[config.mk]
export PLATFORM = sky130hd
export DESIGN_NAME = ripple_carry_adder_4bit
export DESIGN_NICKNAME = d
export VERILOG_FILES = /design/src/rtl/ripple_carry_adder_4bit.sv
export SDC_FILE = /design/constraint.sdc
export NUM_CORES = 1
export LEC_CHECK = 0
export BUFFER_PORTS_ARGS = -buffer_cell sky130_fd_sc_hd__buf_4
export CORE_AREA = 2 2 39 41
export CTS_BUF_LIST = sky130_fd_sc_hd__clkbuf_4
export CTS_CLUSTER_SIZE = 14
export DETAILED_ROUTE_END_ITERATION = 6
export DIE_AREA = 0 0 41 43
export MAX_ROUTING_LAYER = met4
export RECOVER_POWER = 50
export SYNTH_ARGS = -nofsm -noshare
export SYNTH_HDL_FRONTEND = slang
export SYNTH_SLANG_ARGS = --single-unit
export TNS_END_PERCENT = 20
[constraint.sdc]
create_clock -name clk -period 1.7 [get_ports clk]
set_input_delay 0.085 -clock clk [delete_from_list [all_inputs] [get_ports clk]]
set_output_delay 0.085 -clock clk [all_outputs]
set_load 0.005 [all_outputs]
[src/rtl/ripple_carry_adder_4bit.sv]
// Registered 4-bit ripple-carry adder: a chain of one-bit full-adder stages
// feeding a single output register stage with a one-cycle valid strobe.

module rca_full_adder (
    input  logic i_a,
    input  logic i_b,
    input  logic i_c,
    output logic o_s,
    output logic o_c
);
    logic w_p;

    assign w_p = i_a ^ i_b;
    assign o_s = w_p ^ i_c;
    assign o_c = (i_a & i_b) | (i_c & w_p);
endmodule

module ripple_carry_adder_4bit #(
    parameter int WIDTH = 4
) (
    input  logic             clk,
    input  logic             rst,
    input  logic [WIDTH-1:0] a,
    input  logic [WIDTH-1:0] b,
    input  logic             c_in,
    input  logic             in_valid,
    output logic [WIDTH-1:0] sum,
    output logic             c_out,
    output logic             out_valid
);
    logic [WIDTH:0]   w_c;
    logic [WIDTH-1:0] w_s;
    logic [WIDTH-1:0] r_sum;
    logic             r_c_out;
    logic             r_out_valid;

    assign w_c[0] = c_in;

    // Carry ripples stage to stage; bit i waits on carry out of bit i-1.
    for (genvar i = 0; i < WIDTH; i++) begin : g_fa
        rca_full_adder u_fa (
            .i_a (a[i]),
            .i_b (b[i]),
            .i_c (w_c[i]),
            .o_s (w_s[i]),
            .o_c (w_c[i+1])
        );
    end

    always_ff @(posedge clk) begin
        if (rst) begin
            r_sum       <= '0;
            r_c_out     <= 1'b0;
            r_out_valid <= 1'b0;
        end else begin
            r_out_valid <= in_valid;
            // Idle cycles keep the last result visible.
            if (in_valid) begin
                r_sum   <= w_s;
                r_c_out <= w_c[WIDTH];
            end
        end
    end

    assign sum       = r_sum;
    assign c_out     = r_c_out;
    assign out_valid = r_out_valid;
endmodule

== Yosys cells after proc, flatten, opt, wreduce, memory -nomap -nowiden ==
Cells that the tools add are included.

* Bitwise logic cells: 20

{| class="wikitable"
|+ Operators with widths
! kind !! count
|-
| 1-bit bitwise AND || 8
|-
| 1-bit XOR || 8
|-
| 1-bit bitwise OR || 4
|}

* Input bits: 12
* Output and inout bits: 6
* Word-level logic and storage cells: 23
* Flip-flop bits (word level): 6

== Longest topological paths before layout ==
* Depth in word-level cells: 9
* Gate-level depth with buffers: 8
* Gate-level depth less buffers: 8

== Modules after synthesis ==
Synthesis repeated with hierarchy kept, for this count alone.

* Cell total of the unflattened synthesis: 22
* Area, all modules: 286.5 um^2

{| class="wikitable"
|+ By module, submodules not included
! module !! instances !! cells each !! sequential area each (um^2) !! area an instance (um^2)
|-
| ripple_carry_adder_4bit || 1 || 18 || 120.1 || 206.4
|-
| rca_full_adder || 4 || 1 || 0.0 || 20.0
|}

== Worst setup path after synthesis ==
Ideal clock, no wire load.

* Kind: input -> register
* Start: input port a[0]
* End: register r_sum[3] (netlist: sum[3])
* Stages on the path: 8
* Library setup time: 0.086 ns
* Slack: -0.119 ns
* Arrival time: 1.734 ns
* Path buffers: 0
* Cell sequence: inv_1 -> fa_1 -> inv_1 -> fa_1 -> fa_1 -> inv_1 -> fa_1 -> a211oi_1

* Longest elaborated chain between the ends: 8
* Elaborated cells on any way between the ends: 9
* Those cells by class: bitwise: 9

{| class="wikitable"
|+ Ends and longest elaborated chain
! element !! line !! text
|-
| from (decl) || 23 || <nowiki>input logic [WIDTH-1:0] a,</nowiki>
|-
| 1-bit XOR || 13 || <nowiki>assign w_p = i_a ^ i_b;</nowiki>
|-
| 1-bit bitwise AND || 15 || <nowiki>assign o_c = (i_a & i_b) | (i_c & w_p);</nowiki>
|-
| 1-bit bitwise OR * || 15 ||
|-
| 1-bit bitwise AND * || 15 ||
|-
| 1-bit bitwise OR * || 15 ||
|-
| 1-bit bitwise AND * || 15 ||
|-
| 1-bit bitwise OR * || 15 ||
|-
| 1-bit XOR * || 14 || <nowiki>assign o_s = w_p ^ i_c;</nowiki>
|-
| to (signal assigned) || 59 || <nowiki>r_sum <= w_s;</nowiki>
|-
| to (decl) || 33 || <nowiki>logic [WIDTH-1:0] r_sum;</nowiki>
|}

Mark *: on every way between the ends. The rest lies on a longest branch, timed or not.
A chain may end at the register's enable or synchronous reset.

== Worst setup path in the final report ==
Same ends and word-level chain as after synthesis.

==> out/metrics.cfg <==
[worst_setup_path]
crit_path_end_kind=flop
max_stage_delay_ps=420
reg2reg_depth=2
arrival_ps=1830
cp_cell_sequence=buf_4 -> inv_1 -> fa_1 -> inv_1 -> fa_2 -> fa_2 -> inv_1 -> fa_1 -> a211oi_1
start_kind=input pin
path_depth=9
crit_slowest_cell=fa_1
required_ps=1860
critPathBufInv=4
path_delay_family=adder cells
crit_type=in -> reg
cp_common_cell=inv_1
crit_fanout=1

[worst_hold_path]
whs_path_depth=2
hold_class=in -> reg

[pwr]
total_power_mw=0.3754
seqPwrFrac_pct=42.7
p_int_mw=0.2840
powerDensity_nw_per_um2=791.7
clock_power_share_pct=34.8
p_sw_share_pct=24.34
comb_power_share_pct=22.5
p_leak_nw=0.2375
ir_drop_v=0.0002367
power.switching_mw=0.09137

[cts]
cts_sinks=6
clk_latency_ps=240
cts_root_buf=clkbuf_4
path_clk_slew_ps=50
cts_resized=0
cts_setup_buffers=0
cts_tree=yes
cts_buffers=3
clock_path_buffers=2
holdBufCountCts=0
htree_levels=1

[drt]
wl_um=594
routedWlPerCell_um=9.281
drt_iter0_markers=0
viasPerCell=3.844
drtAntennaViolNets=0
drc=0
first_pass_iters=1
vias=246

[floorplanning]
initial_utilization_pct=22.42
fp.dieW_um=41
pin_count=18
dieArea_sq_um=1763
fp.dieH_um=43
num_rows=14
coreArea_sq_um=1384

[yosys]
synth-simple-area-share_pct=9.677
synth_most_common_cell=inv_1
synth_edf_count=0
netlist_area_sq_um=310.3
synthAdderAreaFrac_pct=25.81
postSynth.asyncResetShare_pct=0
synth_nets=45
ys_ff_latch=6
ys.warnings.count=0
ys_seq_area_share_pct=38.71
synth_xor_area_share_pct=0
synthMuxAreaShare_pct=6.452
synthTopCellsByCount=inv_1 (7), dfxtp_1 (6), fa_1 (4)
synth_top_area_cell=dfxtp_1
synth_top_family_by_area=adder cells
avgSynthCellArea_sq_um=10.70
synth-compound-area-share_pct=7.258
synth_ff_type=dfxtp_1
yosys-top-cells-area=dfxtp_1 (39%), fa_1 (26%), inv_1 (8.5%)
synth.top_cell.area_share_pct=38.71
netlist_instances=29
yosysUniqueCellTypes=9

[global_route]
grt_pass1_vias=242
grt_max_degree=10
met1_usage_pct=10.60
grt_util_met2_pct=11.25
grt_pass1_wl_um=979
grt-ovfl-total=0
grt.busiest_layer=met2
grt_usage_pct=8.930
antenna_found_initial=0
use_met3_pct=1.571

[sta]
finalMaxSlewViolations=0
slew_headroom_pct=88.56
setup_tns_ps=0
grt_setup_unrepaired=yes
fin_skew_ps=0
worstMarginPinSlew_ps=170.6
fmax_mhz=598.1
setup_violations=0
period_minus_slack_ps=1672
post-route-period-util_pct=98.34
hold_violations=0

[final_layout]
syn2layout_area_growth_pct=52.82
nets=66
drive_above_1_share_pct=50.00
design_area_sq_um=474.2
diodes=0

[job]
cap_violations=0

[run_status]
outcome=finished clean

[place]
placed_area_sq_um=451.7
place_congestion=0.6133
hpwlAfterDp_um=486.3
io_buffer_count=17

cell usage in the layout, fill, tap and decap left out:
master,instances
a211oi_1,3
buf_4,14
clkbuf_4,6
dfxtp_1,6
fa_1,2
fa_2,2
inv_1,7
mux2i_1,2
nor2_1,3
nor2_2,2
nor2b_1,1
power by group through the flow:
stage | logic [mW] | clock network [mW] | registers (mW)
final | 0.0845 | 0.130 | 0.160
after global routing | 0.0965 | 0.149 | 0.162
after CTS | 0.0874 | 0.136 | 0.161
after detailed placement | 0.0873 | 0 | 0.163
after global placement | 0.0849 | 0 | 0.163
after floorplan | 0.0382 | 0 | 0.164
kinds of logic after synthesis:
kind of cell    after synthesis
buf+inv                       8
simple gates                  6
flops                         6
fa+ha+maj                     4
compound gates                3
mux                           2
registers in the layout, summed over array words and instances (netlist names):
| register | count |
|---|---|
| out_valid | 1 |
| c_out | 1 |
| sum | 4 |
stage by stage:
step / utilization, % / worst slack, ps / hold slack (ps) / cells
after CTS: 34.27 / 14.77 / 50.60 / 64
after global routing: 34.27 / -54.18 / 44.76 / 64
after global placement: 32.64 / -193.9 / 302.0 / 61
after floorplan: - / -15.60 / 156.6 / 29
final: 34.27 / 28.16 / 53.79 / 64
after detailed placement: 32.64 / -239.0 / 305.8 / 61
path summary, 6_finish.rpt:
check / startpoint / end / slack, ps
worst max-delay path: a[0] / sum[3] / 30
worst min register to register: sum[3] / sum[3] / 470
worst min-delay path: rst / out_valid / 50
worst max register to register: sum[0] / sum[0] / 1050
cell type report:
cell class / instances / area [sq um]
sequential: 6 / 120.1
tap: 16 / 20.02
timing repair buffer: 17 / 127.6
multi-input combinational: 15 / 157.7
inverter: 7 / 26.28
fill: 152 / 909.6
clock buffer: 3 / 22.52
routing by layer:
metal  share of wire (%)  vias to the layer above
met2                  57                        7
met4                   0                        0
met1                  40                      114
li1                    -                      125
met3                 2.2                        0
met5                   0                        -
Note: power is estimated with default switching activity, not from simulation.
